==> config.mk <==
export PLATFORM = sky130hd
export DESIGN_NAME = vga_frame_scheduler_flat
export DESIGN_NICKNAME = d
export VERILOG_FILES = /design/src/rtl/vga_frame_scheduler_if.sv /design/src/rtl/vga_frame_scheduler.sv /design/src/flat_wrapper.sv
export SDC_FILE = /design/constraint.sdc
export NUM_CORES = 1
export LEC_CHECK = 0
export CORE_AREA = 2 2 96 70
export DETAILED_ROUTE_END_ITERATION = 7
export DIE_AREA = 0 0 98 72
export PLACE_DENSITY = 0.7
export SKIP_LAST_GASP = 1
export SYNTH_ARGS = -nofsm -noshare
export SYNTH_HDL_FRONTEND = slang
export SYNTH_SLANG_ARGS = --single-unit
==> constraint.sdc <==
create_clock -name i_clk -period 2.8 [get_ports i_clk]
set_clock_uncertainty 0.05 [all_clocks]
set_input_delay 0.42 -clock i_clk [delete_from_list [all_inputs] [get_ports i_clk]]
set_output_delay 0.42 -clock i_clk [all_outputs]
set_load 0.01 [all_outputs]
==> src/rtl/vga_frame_scheduler_if.sv <==
// Bundle of the signals between the frame scheduler and its neighbours.
//
// The scheduler sits between three parties: the VGA timing generator, the
// camera capture writer and the dual-bank frame-buffer BRAM.
//
// Modports:
//   slave  - the scheduler side (vga_frame_scheduler)
//   master - the environment side (timing generator, writer, BRAM, DAC)
//
// Signals:
//   i_x_counter/i_y_counter   pixel column 0..799 / line 0..524
//   i_video, i_hsync, i_vsync active-area flag and active-low syncs
//   i_wr_frame_done           one-cycle pulse, writer finished o_wr_bank
//   i_rd_data                 RGB444 read data from BRAM
//   o_wr_bank, o_wr_ready     bank the writer fills, and permission to start
//   o_rd_bank, o_rd_en,
//   o_rd_addr                 BRAM read port (bank select, enable, address)
//   o_red/o_green/o_blue      pixel to DAC
//   o_hsync, o_vsync          syncs delayed to line up with RGB
//   o_drop_count              ignored frame-done pulses (FB_DROP_COUNT_EN only)
interface vga_frame_scheduler_if #(
    parameter int unsigned ADDR_W = 17
);
    logic [9:0]        i_x_counter;
    logic [9:0]        i_y_counter;
    logic              i_video;
    logic              i_hsync;
    logic              i_vsync;
    logic              i_wr_frame_done;
    logic [11:0]       i_rd_data;
    logic              o_wr_bank;
    logic              o_wr_ready;
    logic              o_rd_bank;
    logic              o_rd_en;
    logic [ADDR_W-1:0] o_rd_addr;
    logic [3:0]        o_red;
    logic [3:0]        o_green;
    logic [3:0]        o_blue;
    logic              o_hsync;
    logic              o_vsync;
`ifdef FB_DROP_COUNT_EN
    logic [15:0]       o_drop_count;
`endif

    modport slave (
        input  i_x_counter, i_y_counter, i_video, i_hsync, i_vsync, i_wr_frame_done,
        input  i_rd_data,
        output o_wr_bank, o_wr_ready, o_rd_bank, o_rd_en, o_rd_addr,
        output o_red, o_green, o_blue, o_hsync, o_vsync
`ifdef FB_DROP_COUNT_EN
        , output o_drop_count
`endif
    );

    modport master (
        output i_x_counter, i_y_counter, i_video, i_hsync, i_vsync, i_wr_frame_done,
        output i_rd_data,
        input  o_wr_bank, o_wr_ready, o_rd_bank, o_rd_en, o_rd_addr,
        input  o_red, o_green, o_blue, o_hsync, o_vsync
`ifdef FB_DROP_COUNT_EN
        , input o_drop_count
`endif
    );
endinterface

==> src/rtl/vga_frame_scheduler.sv <==
// Two-bank frame-buffer scheduler between the OV7670 capture writer and a
// 640x480@60 VGA timing generator.
//
// - Swaps display and write banks only at line V_DISP (start of vertical
//   blanking), so a displayed frame never tears.
// - Builds 2x-upscaled read addresses from the VGA counters without a
//   multiplier (running row_base register).
// - Delays video/hsync/vsync by PIPE = RD_LAT + 2 cycles so they line up with
//   the registered RGB output.
//
// Ports:
//   i_clk   pixel clock (25 MHz)
//   i_rstn  asynchronous active-low reset
//   bus     vga_frame_scheduler_if.slave (counters, syncs, writer handshake,
//           BRAM read port, RGB/sync outputs)
//
// Optional macro FB_DROP_COUNT_EN: adds bus.o_drop_count, a saturating count of
// frame-done pulses ignored because a swap was already pending.
module vga_frame_scheduler #(
    parameter int unsigned IMG_W  = 320,
    parameter int unsigned IMG_H  = 240,
    parameter int unsigned ADDR_W = 17,
    parameter int unsigned RD_LAT = 1,
    parameter int unsigned V_DISP = 480
) (
    input logic                 i_clk,
    input logic                 i_rstn,
    vga_frame_scheduler_if.slave bus
);
    localparam int unsigned PIPE = RD_LAT + 2;

    typedef enum logic [1:0] {StFilling, StPending, StSwap} bank_state_e;

    bank_state_e state;
    logic        rd_bank;
    logic        wr_bank;
    logic        wr_ready;

    logic [ADDR_W-1:0] row_base;
    logic [ADDR_W-1:0] base_eff;
    logic [ADDR_W-1:0] addr_next;
    logic              rd_en;
    logic [ADDR_W-1:0] rd_addr;

    logic [PIPE-2:0] video_dly;
    logic [PIPE-2:0] hsync_dly;
    logic [PIPE-2:0] vsync_dly;
    logic [11:0]     rgb;
    logic            hsync_out;
    logic            vsync_out;

    logic at_boundary;
    logic frame_start;
    logic row_step;
    logic in_range;
    logic rd_req;

    assign at_boundary = (bus.i_y_counter == 10'(V_DISP)) && (bus.i_x_counter == 10'd0);
    assign frame_start = (bus.i_y_counter == 10'd0) && (bus.i_x_counter == 10'd0);
    // Each stored row is shown on two display lines; advance after the odd one.
    assign row_step    = (bus.i_x_counter == 10'd799) && bus.i_y_counter[0] &&
                         (bus.i_y_counter < 10'(V_DISP - 1));
    assign in_range    = (bus.i_x_counter < 10'(2 * IMG_W)) &&
                         (bus.i_y_counter < 10'(2 * IMG_H));
    assign rd_req      = bus.i_video && in_range;

    // row_base clears on the same cycle (0,0) is presented, so the first pixel
    // of a frame must not see last frame's final row_base.
    assign base_eff  = frame_start ? '0 : row_base;
    assign addr_next = base_eff + ADDR_W'(bus.i_x_counter[9:1]);

    // Bank FSM with registered outputs.
    always_ff @(posedge i_clk or negedge i_rstn) begin
        if (!i_rstn) begin
            state    <= StFilling;
            rd_bank  <= 1'b0;
            wr_bank  <= 1'b1;
            wr_ready <= 1'b1;
        end else begin
            unique case (state)
                StFilling: begin
                    if (bus.i_wr_frame_done) begin
                        state    <= StPending;
                        wr_ready <= 1'b0;
                    end
                end
                StPending: begin
                    if (at_boundary) begin
                        state <= StSwap;
                    end
                end
                StSwap: begin
                    rd_bank  <= wr_bank;
                    wr_bank  <= ~wr_bank;
                    wr_ready <= 1'b1;
                    state    <= StFilling;
                end
                default: state <= StFilling;
            endcase
        end
    end

    always_ff @(posedge i_clk or negedge i_rstn) begin
        if (!i_rstn) begin
            row_base <= '0;
        end else if (frame_start) begin
            row_base <= '0;
        end else if (row_step) begin
            row_base <= row_base + ADDR_W'(IMG_W);
        end
    end

    // Address stage; the address holds while reads are disabled.
    always_ff @(posedge i_clk or negedge i_rstn) begin
        if (!i_rstn) begin
            rd_en   <= 1'b0;
            rd_addr <= '0;
        end else begin
            rd_en <= rd_req;
            if (rd_req) begin
                rd_addr <= addr_next;
            end
        end
    end

    // video/syncs travel PIPE-1 stages here, the last stage is the output register.
    always_ff @(posedge i_clk or negedge i_rstn) begin
        if (!i_rstn) begin
            video_dly <= '0;
            hsync_dly <= '1;
            vsync_dly <= '1;
            rgb       <= 12'h000;
            hsync_out <= 1'b1;
            vsync_out <= 1'b1;
        end else begin
            video_dly <= {video_dly[PIPE-3:0], bus.i_video};
            hsync_dly <= {hsync_dly[PIPE-3:0], bus.i_hsync};
            vsync_dly <= {vsync_dly[PIPE-3:0], bus.i_vsync};
            rgb       <= video_dly[PIPE-2] ? bus.i_rd_data : 12'h000;
            hsync_out <= hsync_dly[PIPE-2];
            vsync_out <= vsync_dly[PIPE-2];
        end
    end

`ifdef FB_DROP_COUNT_EN
    logic [15:0] drop_count;

    always_ff @(posedge i_clk or negedge i_rstn) begin
        if (!i_rstn) begin
            drop_count <= 16'h0000;
        end else if (bus.i_wr_frame_done && (state != StFilling) &&
                     (drop_count != 16'hFFFF)) begin
            drop_count <= drop_count + 16'd1;
        end
    end

    assign bus.o_drop_count = drop_count;
`endif

    assign bus.o_rd_bank  = rd_bank;
    assign bus.o_wr_bank  = wr_bank;
    assign bus.o_wr_ready = wr_ready;
    assign bus.o_rd_en    = rd_en;
    assign bus.o_rd_addr  = rd_addr;
    assign bus.o_red      = rgb[11:8];
    assign bus.o_green    = rgb[7:4];
    assign bus.o_blue     = rgb[3:0];
    assign bus.o_hsync    = hsync_out;
    assign bus.o_vsync    = vsync_out;
endmodule

==> src/flat_wrapper.sv <==
// flat-port wrapper written by rule: the top's interface ports become plain ports
module vga_frame_scheduler_flat 
#(
    parameter int unsigned IMG_W  = 320,
    parameter int unsigned IMG_H  = 240,
    parameter int unsigned ADDR_W = 17,
    parameter int unsigned RD_LAT = 1,
    parameter int unsigned V_DISP = 480
)
  (i_clk, i_rstn, bus_i_x_counter, bus_i_y_counter, bus_i_video, bus_i_hsync, bus_i_vsync, bus_i_wr_frame_done, bus_i_rd_data, bus_o_wr_bank, bus_o_wr_ready, bus_o_rd_bank, bus_o_rd_en, bus_o_rd_addr, bus_o_red, bus_o_green, bus_o_blue, bus_o_hsync, bus_o_vsync);
  vga_frame_scheduler_if #(.ADDR_W(ADDR_W)) bus_i ();
  input logic i_clk;
  input logic i_rstn;
  input wire logic [$bits(bus_i.i_x_counter)-1:0] bus_i_x_counter;
  input wire logic [$bits(bus_i.i_y_counter)-1:0] bus_i_y_counter;
  input wire logic [$bits(bus_i.i_video)-1:0] bus_i_video;
  input wire logic [$bits(bus_i.i_hsync)-1:0] bus_i_hsync;
  input wire logic [$bits(bus_i.i_vsync)-1:0] bus_i_vsync;
  input wire logic [$bits(bus_i.i_wr_frame_done)-1:0] bus_i_wr_frame_done;
  input wire logic [$bits(bus_i.i_rd_data)-1:0] bus_i_rd_data;
  output wire logic [$bits(bus_i.o_wr_bank)-1:0] bus_o_wr_bank;
  output wire logic [$bits(bus_i.o_wr_ready)-1:0] bus_o_wr_ready;
  output wire logic [$bits(bus_i.o_rd_bank)-1:0] bus_o_rd_bank;
  output wire logic [$bits(bus_i.o_rd_en)-1:0] bus_o_rd_en;
  output wire logic [$bits(bus_i.o_rd_addr)-1:0] bus_o_rd_addr;
  output wire logic [$bits(bus_i.o_red)-1:0] bus_o_red;
  output wire logic [$bits(bus_i.o_green)-1:0] bus_o_green;
  output wire logic [$bits(bus_i.o_blue)-1:0] bus_o_blue;
  output wire logic [$bits(bus_i.o_hsync)-1:0] bus_o_hsync;
  output wire logic [$bits(bus_i.o_vsync)-1:0] bus_o_vsync;
  assign bus_i.i_x_counter = bus_i_x_counter;
  assign bus_i.i_y_counter = bus_i_y_counter;
  assign bus_i.i_video = bus_i_video;
  assign bus_i.i_hsync = bus_i_hsync;
  assign bus_i.i_vsync = bus_i_vsync;
  assign bus_i.i_wr_frame_done = bus_i_wr_frame_done;
  assign bus_i.i_rd_data = bus_i_rd_data;
  assign bus_o_wr_bank = bus_i.o_wr_bank;
  assign bus_o_wr_ready = bus_i.o_wr_ready;
  assign bus_o_rd_bank = bus_i.o_rd_bank;
  assign bus_o_rd_en = bus_i.o_rd_en;
  assign bus_o_rd_addr = bus_i.o_rd_addr;
  assign bus_o_red = bus_i.o_red;
  assign bus_o_green = bus_i.o_green;
  assign bus_o_blue = bus_i.o_blue;
  assign bus_o_hsync = bus_i.o_hsync;
  assign bus_o_vsync = bus_i.o_vsync;
  vga_frame_scheduler #(.IMG_W(IMG_W), .IMG_H(IMG_H), .ADDR_W(ADDR_W), .RD_LAT(RD_LAT), .V_DISP(V_DISP)) u_core (.i_clk(i_clk), .i_rstn(i_rstn), .bus(bus_i));
endmodule
# --- Word level (Yosys, flattened, before mapping) ---
# Index checks and enable logic that the tools add are counted.
totals:
  mem_bits_ro: 0
  latchBits: 0
  register_bits: 60
  mem_bits_rw: 0
  memories: 0
op_classes:
  div_mod_pow: 0
  multipliers: 0
  n_bitwise: 1
  n_shift: 0
  n_lt_le_gt_ge: 3
  reduce_logical: 13
  muxes: 9
  add_sub_neg: 2
  eq_ne: 6
ops:
  columns: ["operator", "n"]
  rows:
  - ["$mux W17", 3]
  - ["$logic_not A10 Y1", 2]
  - ["$lt A10 B9 Y1 const B", 2]
  - ["$add A17 B9 Y17", 1]
  - ["$add A17 B9 Y17 const B", 1]
  - ["$mux W12", 1]
  - ["$eq A10 B10 Y1 const B", 1]
  - ["$eq A10 B9 Y1 const B", 1]
  - ["$lt A10 B10 Y1 const B", 1]
  - ["$logic_and A1 B1 Y1", 6]
  - ["$mux W2", 2]
  - ["$pmux W2 S2", 1]
  - ["$reduce_and A2 Y1", 2]
  - ["$reduce_bool A2 Y1", 2]
  - ["$eq A2 B1 Y1 const B", 1]
  - ["$eq A2 B2 Y1 const B", 1]
  - ["$logic_not A2 Y1", 1]
  - ["$ne A2 B1 Y1 const B", 1]
  - ["$ne A2 B2 Y1 const B", 1]
  - ["$pmux W1 S2", 1]
  - ["$mux W1", 1]
  - ["$not A1 Y1", 1]

# --- Depth between registers and ports, before layout ---
logic_depth:
  word_depth: 5
  ltp_mapped: 12
  mapped_depth_nobuf: 11

# --- Least setup slack after synthesis ---
# Ideal clock, no wire load.
synth_path:
  kind: "input port to flip-flop"
  from: "input port bus_i_x_counter[5]"
  to: "register u_core.rd_addr[13] (netlist: u_core.bus.o_rd_addr[13])"
  cell_stages: 12
  required_ns: 2.668
  n_path_buf: 1
  path_slack_ns: -0.469
  setup_time_ns: 0.082
  t_arrival_ns: 3.137
  cell_sequence: "nor3_1 > nand4_1 > or2_2 > clkbuf_1 > and2_1 > ha_1 > nand2_1 > o21ai_0 > nand2_1 > o221a_4 > or4b_1 > a31oi_1"
synth_via:
  elab_chain_cells: 4
synth_rtl:
  columns: ["element", "line_no", "text"]
  rows:
  - ["start: declaration", "flat_wrapper.sv:14", "input wire logic [$bits(bus_i.i_x_counter)-1:0] bus_i_x_counter;"]
  - ["$logic_not A10 Y1", "vga_frame_scheduler.sv:59", "assign frame_start = (bus.i_y_counter == 10'd0) && (bus.i_x_counter == 10'd0);"]
  - ["$logic_and A1 B1 Y1", "vga_frame_scheduler.sv:59", null]
  - ["$mux W17", "vga_frame_scheduler.sv:69", "assign base_eff = frame_start ? '0 : row_base;"]
  - ["$add A17 B9 Y17", "vga_frame_scheduler.sv:70", "assign addr_next = base_eff + ADDR_W'(bus.i_x_counter[9:1]);"]
  - ["end signal: assignment", "vga_frame_scheduler.sv:121", "rd_addr <= addr_next;"]
  - ["end: declaration", "vga_frame_scheduler.sv:43", "logic [ADDR_W-1:0] rd_addr;"]
# Several ways; a longest one is shown, not always the timed one.
# A chain may end at the register's enable or synchronous reset.

# --- Final worst setup path ---
layout_path:
  from: "input port bus_i_x_counter[1]"
  to: "register u_core.rd_addr[11] (netlist: u_core.bus.o_rd_addr[11])"
# The elaborated chain is that of the path after synthesis.

==> impl_metrics.json <==
{
  "globalRouteTotalUtil_pct": 20.33,
  "post_drt_via_cell_ratio": 5.165,
  "dp_slack_ns": -0.6569,
  "via_count": 2381,
  "area_growth_pct": 49.16,
  "drive_gt1_share_pct": 24.80,
  "p_sw_share_pct": 25.73,
  "cts_hold_buf": 0,
  "yosysMostFrequentCell": "dfrtp_1",
  "path_max_fanout": 5,
  "diodes": 0,
  "design_area_um2": 4016,
  "cp.required_ns": 2.99,
  "clkSinkCount": 54,
  "end_kind": "register",
  "path_clk_slew_ns": 0.10,
  "p_per_area_nw_per_um2": 453.5,
  "drv_slew": 0,
  "std_cell_rows": 24,
  "synth_area_leaders": "dfrtp_1 43%, dfstp_2 7.8%, nor2_1 4.3%",
  "grt_pass1_wl_um": 11560,
  "fin_crit_sh_pct": 96.80,
  "cap_violations": 0,
  "final_nets": 430,
  "p_comb_share_pct": 21.8,
  "place_congestion": 0.8439,
  "synth-async-reset-ratio_pct": 100.0,
  "overflow": 0,
  "hpwlAfterDp_um": 5201,
  "ir_drop_mv": 0.2521,
  "hp-class": "input pin to asynchronous set/reset pin",
  "syn_area_per_cell_um2": 10.24,
  "netlist.area_leader.share_pct": 42.75,
  "grt_pass1_vias": 2417,
  "finalHoldViolCount": 0,
  "port_buffers": 72,
  "fp.dieW_um": 98,
  "clkLatencyLatePin_ns": 0.31,
  "power.total_uw": 1821,
  "p_switching_uw": 468.7,
  "synth_top_cell_by_area": "dfrtp_1",
  "multi_input_area_um2": 1433,
  "maxUsedRoutingLayer": "met4",
  "max_slew_margin_pct": 58.99,
  "timing.hold.ws_ns": 0.05718,
  "power_leakage_uw": 0.001752,
  "drc": 0,
  "die-area_um2": 7056,
  "finalSetupViolations": 0,
  "htree_levels": 2,
  "regArea_um2": 1361,
  "cts_root_buffer": "clkbuf_8",
  "antenna_found_initial": 0,
  "grt_max_degree": 31,
  "ys_warn_count": 0,
  "outcome": "finished clean",
  "ys_ff_latch": 54,
  "fin_crit_ns": 2.710,
  "synthTopCellsByCount": "46 x dfrtp_1, 31 x nor2_1, 27 x nand2_1, 15 x and2_1",
  "setup_slack_ns": 0.08951,
  "cts_buffer_depth": 2,
  "postSynthCellCount": 263,
  "wl_per_cell_um": 14.84,
  "fp.dieH_um": 72,
  "io_pins": 73,
  "synth_ff_type": "dfrtp_1",
  "ys_seq_area_share_pct": 50.56,
  "drt-pass1-iter-count": 4,
  "wl_met1_um": 3273,
  "n_fill_cell": 493,
  "wl_met3_um": 519,
  "p_clk_share_pct": 30.4,
  "routed_wl_um": 6842,
  "start_kind": "input pin",
  "wl_met2_um": 2987,
  "worst_pin_slew_ns": 0.6151,
  "drt_iter0_drc": 102,
  "start_util_pct": 44.17,
  "cts_tree": "built",
  "synth_edf_count": 0,
  "core_area_um2": 6096,
  "cts_buffers": 5,
  "max_freq_mhz": 368.9,
  "worstSetupPathType": "input pin to register",
  "ant_nets": 0,
  "syn-cell-area_um2": 2693,
  "fin_util_pct": 65.89,
  "place_area_um2": 3806,
  "worstPathArrival_ns": 2.90,
  "yosysUniqueCellTypes": 49,
  "seq_power_share_pct": 47.8,
  "p_int_uw": 1353
}
==> stage by stage <==
step	TNS [ns]	cells
6_report	0	461
3_5_place_dp	-4.341	442
3_3_place_gp	-3.838	442
2_1_floorplan	-0.7884	269
4_1_cts	0	460
5_1_grt	-0.01332	461
==> final cells by class <==
| class | instances | area share, % |
|---|---|---|
| Multi-Input combinational cell | 203 | 35.67 |
| Sequential cell | 54 | 33.89 |
| Timing Repair Buffer | 114 | 24.61 |
| Tap cell | 78 | 2.430 |
| Clock buffer | 6 | 2.056 |
| Clock inverter | 2 | 0.9657 |
| Inverter | 4 | 0.3738 |
==> worst max-delay path: stages <==
cell and delay (ns):
dlygate4sd2_1 0.25, nor4_2 0.16, nand4_1 0.17, or2_4 0.27, and2_4 0.16, ha_4 0.28
nand2_4 0.06, o21ai_4 0.16, nand2_2 0.08, o221a_4 0.29, or4_4 0.42, a31oi_2 0.18
==> metal layers <==
| metal | track usage, % | up-vias |
|---|---|---|
| li1 | - | 1180 |
| met1 | 28.46 | 1104 |
| met2 | 32.27 | 87 |
| met3 | 5.395 | 10 |
| met4 | 4.475 | 0 |
| met5 | 0 | - |
==> cells in the final DEF (no fill, tap or decap), types with 8 or more instances in the layout <==
master / instances
o21ai_0: 11
xor2_1: 8
xnor2_1: 11
buf_4: 41
buf_2: 8
and2_1: 14
nand2_1: 24
dfstp_2: 8
dfrtp_1: 46
nor2_1: 31
clkdlybuf4s50_1: 51
nand3_1: 11
==> final timing paths <==
kind	start	to	slack, ns	cells past startpoint
worst min-delay path	i_rstn	u_core.bus.o_rd_bank	0.06	1
worst min register to register	u_core.video_dly[0]	u_core.video_dly[1]	0.31	0
worst max register to register	u_core.row_base[6]	u_core.bus.o_rd_addr[11]	0.61	8
worst max-delay path	bus_i_x_counter[1]	u_core.bus.o_rd_addr[11]	0.09	12
min in group i_clk	u_core.video_dly[0]	u_core.video_dly[1]	0.31	0
max in group asynchronous	i_rstn	u_core.bus.o_vsync	1.99	2
==> power by group through the flow <==
| stage | Sequential, µW | Combinational (µW) | Clock [µW] |
|---|---|---|---|
| 6_report | 870 | 397 | 554 |
| 5_1_grt | 878 | 433 | 599 |
| 4_1_cts | 871 | 392 | 567 |
| 3_5_place_dp | 887 | 391 | 0 |
| 3_3_place_gp | 883 | 387 | 0 |
| 2_1_floorplan | 909 | 125 | 0 |
==> flip-flops by register name, indices dropped and copies added, names as in the netlist <==
| register | flops |
|---|---|
| u_core.bus.o_rd_addr | 17 |
| u_core.bus.o_rd_bank | 1 |
| u_core.bus.o_wr_bank | 1 |
| u_core.hsync_dly | 2 |
| u_core.bus.o_rd_en | 1 |
| u_core.video_dly | 2 |
| u_core.row_base | 11 |
| u_core.bus.o_hsync | 1 |
| u_core.rgb | 12 |
| u_core.bus.o_wr_ready | 1 |
| u_core.bus.o_vsync | 1 |
| u_core.vsync_dly | 2 |
| u_core.state | 2 |
==> logic make-up after synthesis <==
family | after synthesis | share of synthesized area (%)
AO/OA/AOI/OAI | 53 | 14.78
XOR/XNOR | 19 | 6.180
adder cells (fa/ha/maj) | 10 | 4.926
buffers and inverters | 12 | 1.766
flip-flops | 54 | 50.56
multiplexers | 3 | 1.162
other | 1 | 0.1393
AND/OR/NAND/NOR | 111 | 20.49
==> timing repair <==
item	CTS	global route
hold endpoints to repair	0	0
pin swaps	16	13
resized for setup	52	17
endpoints found under the setup margin	8	8
setup buffers	10	1
Power figures use the tool's default switching activity.
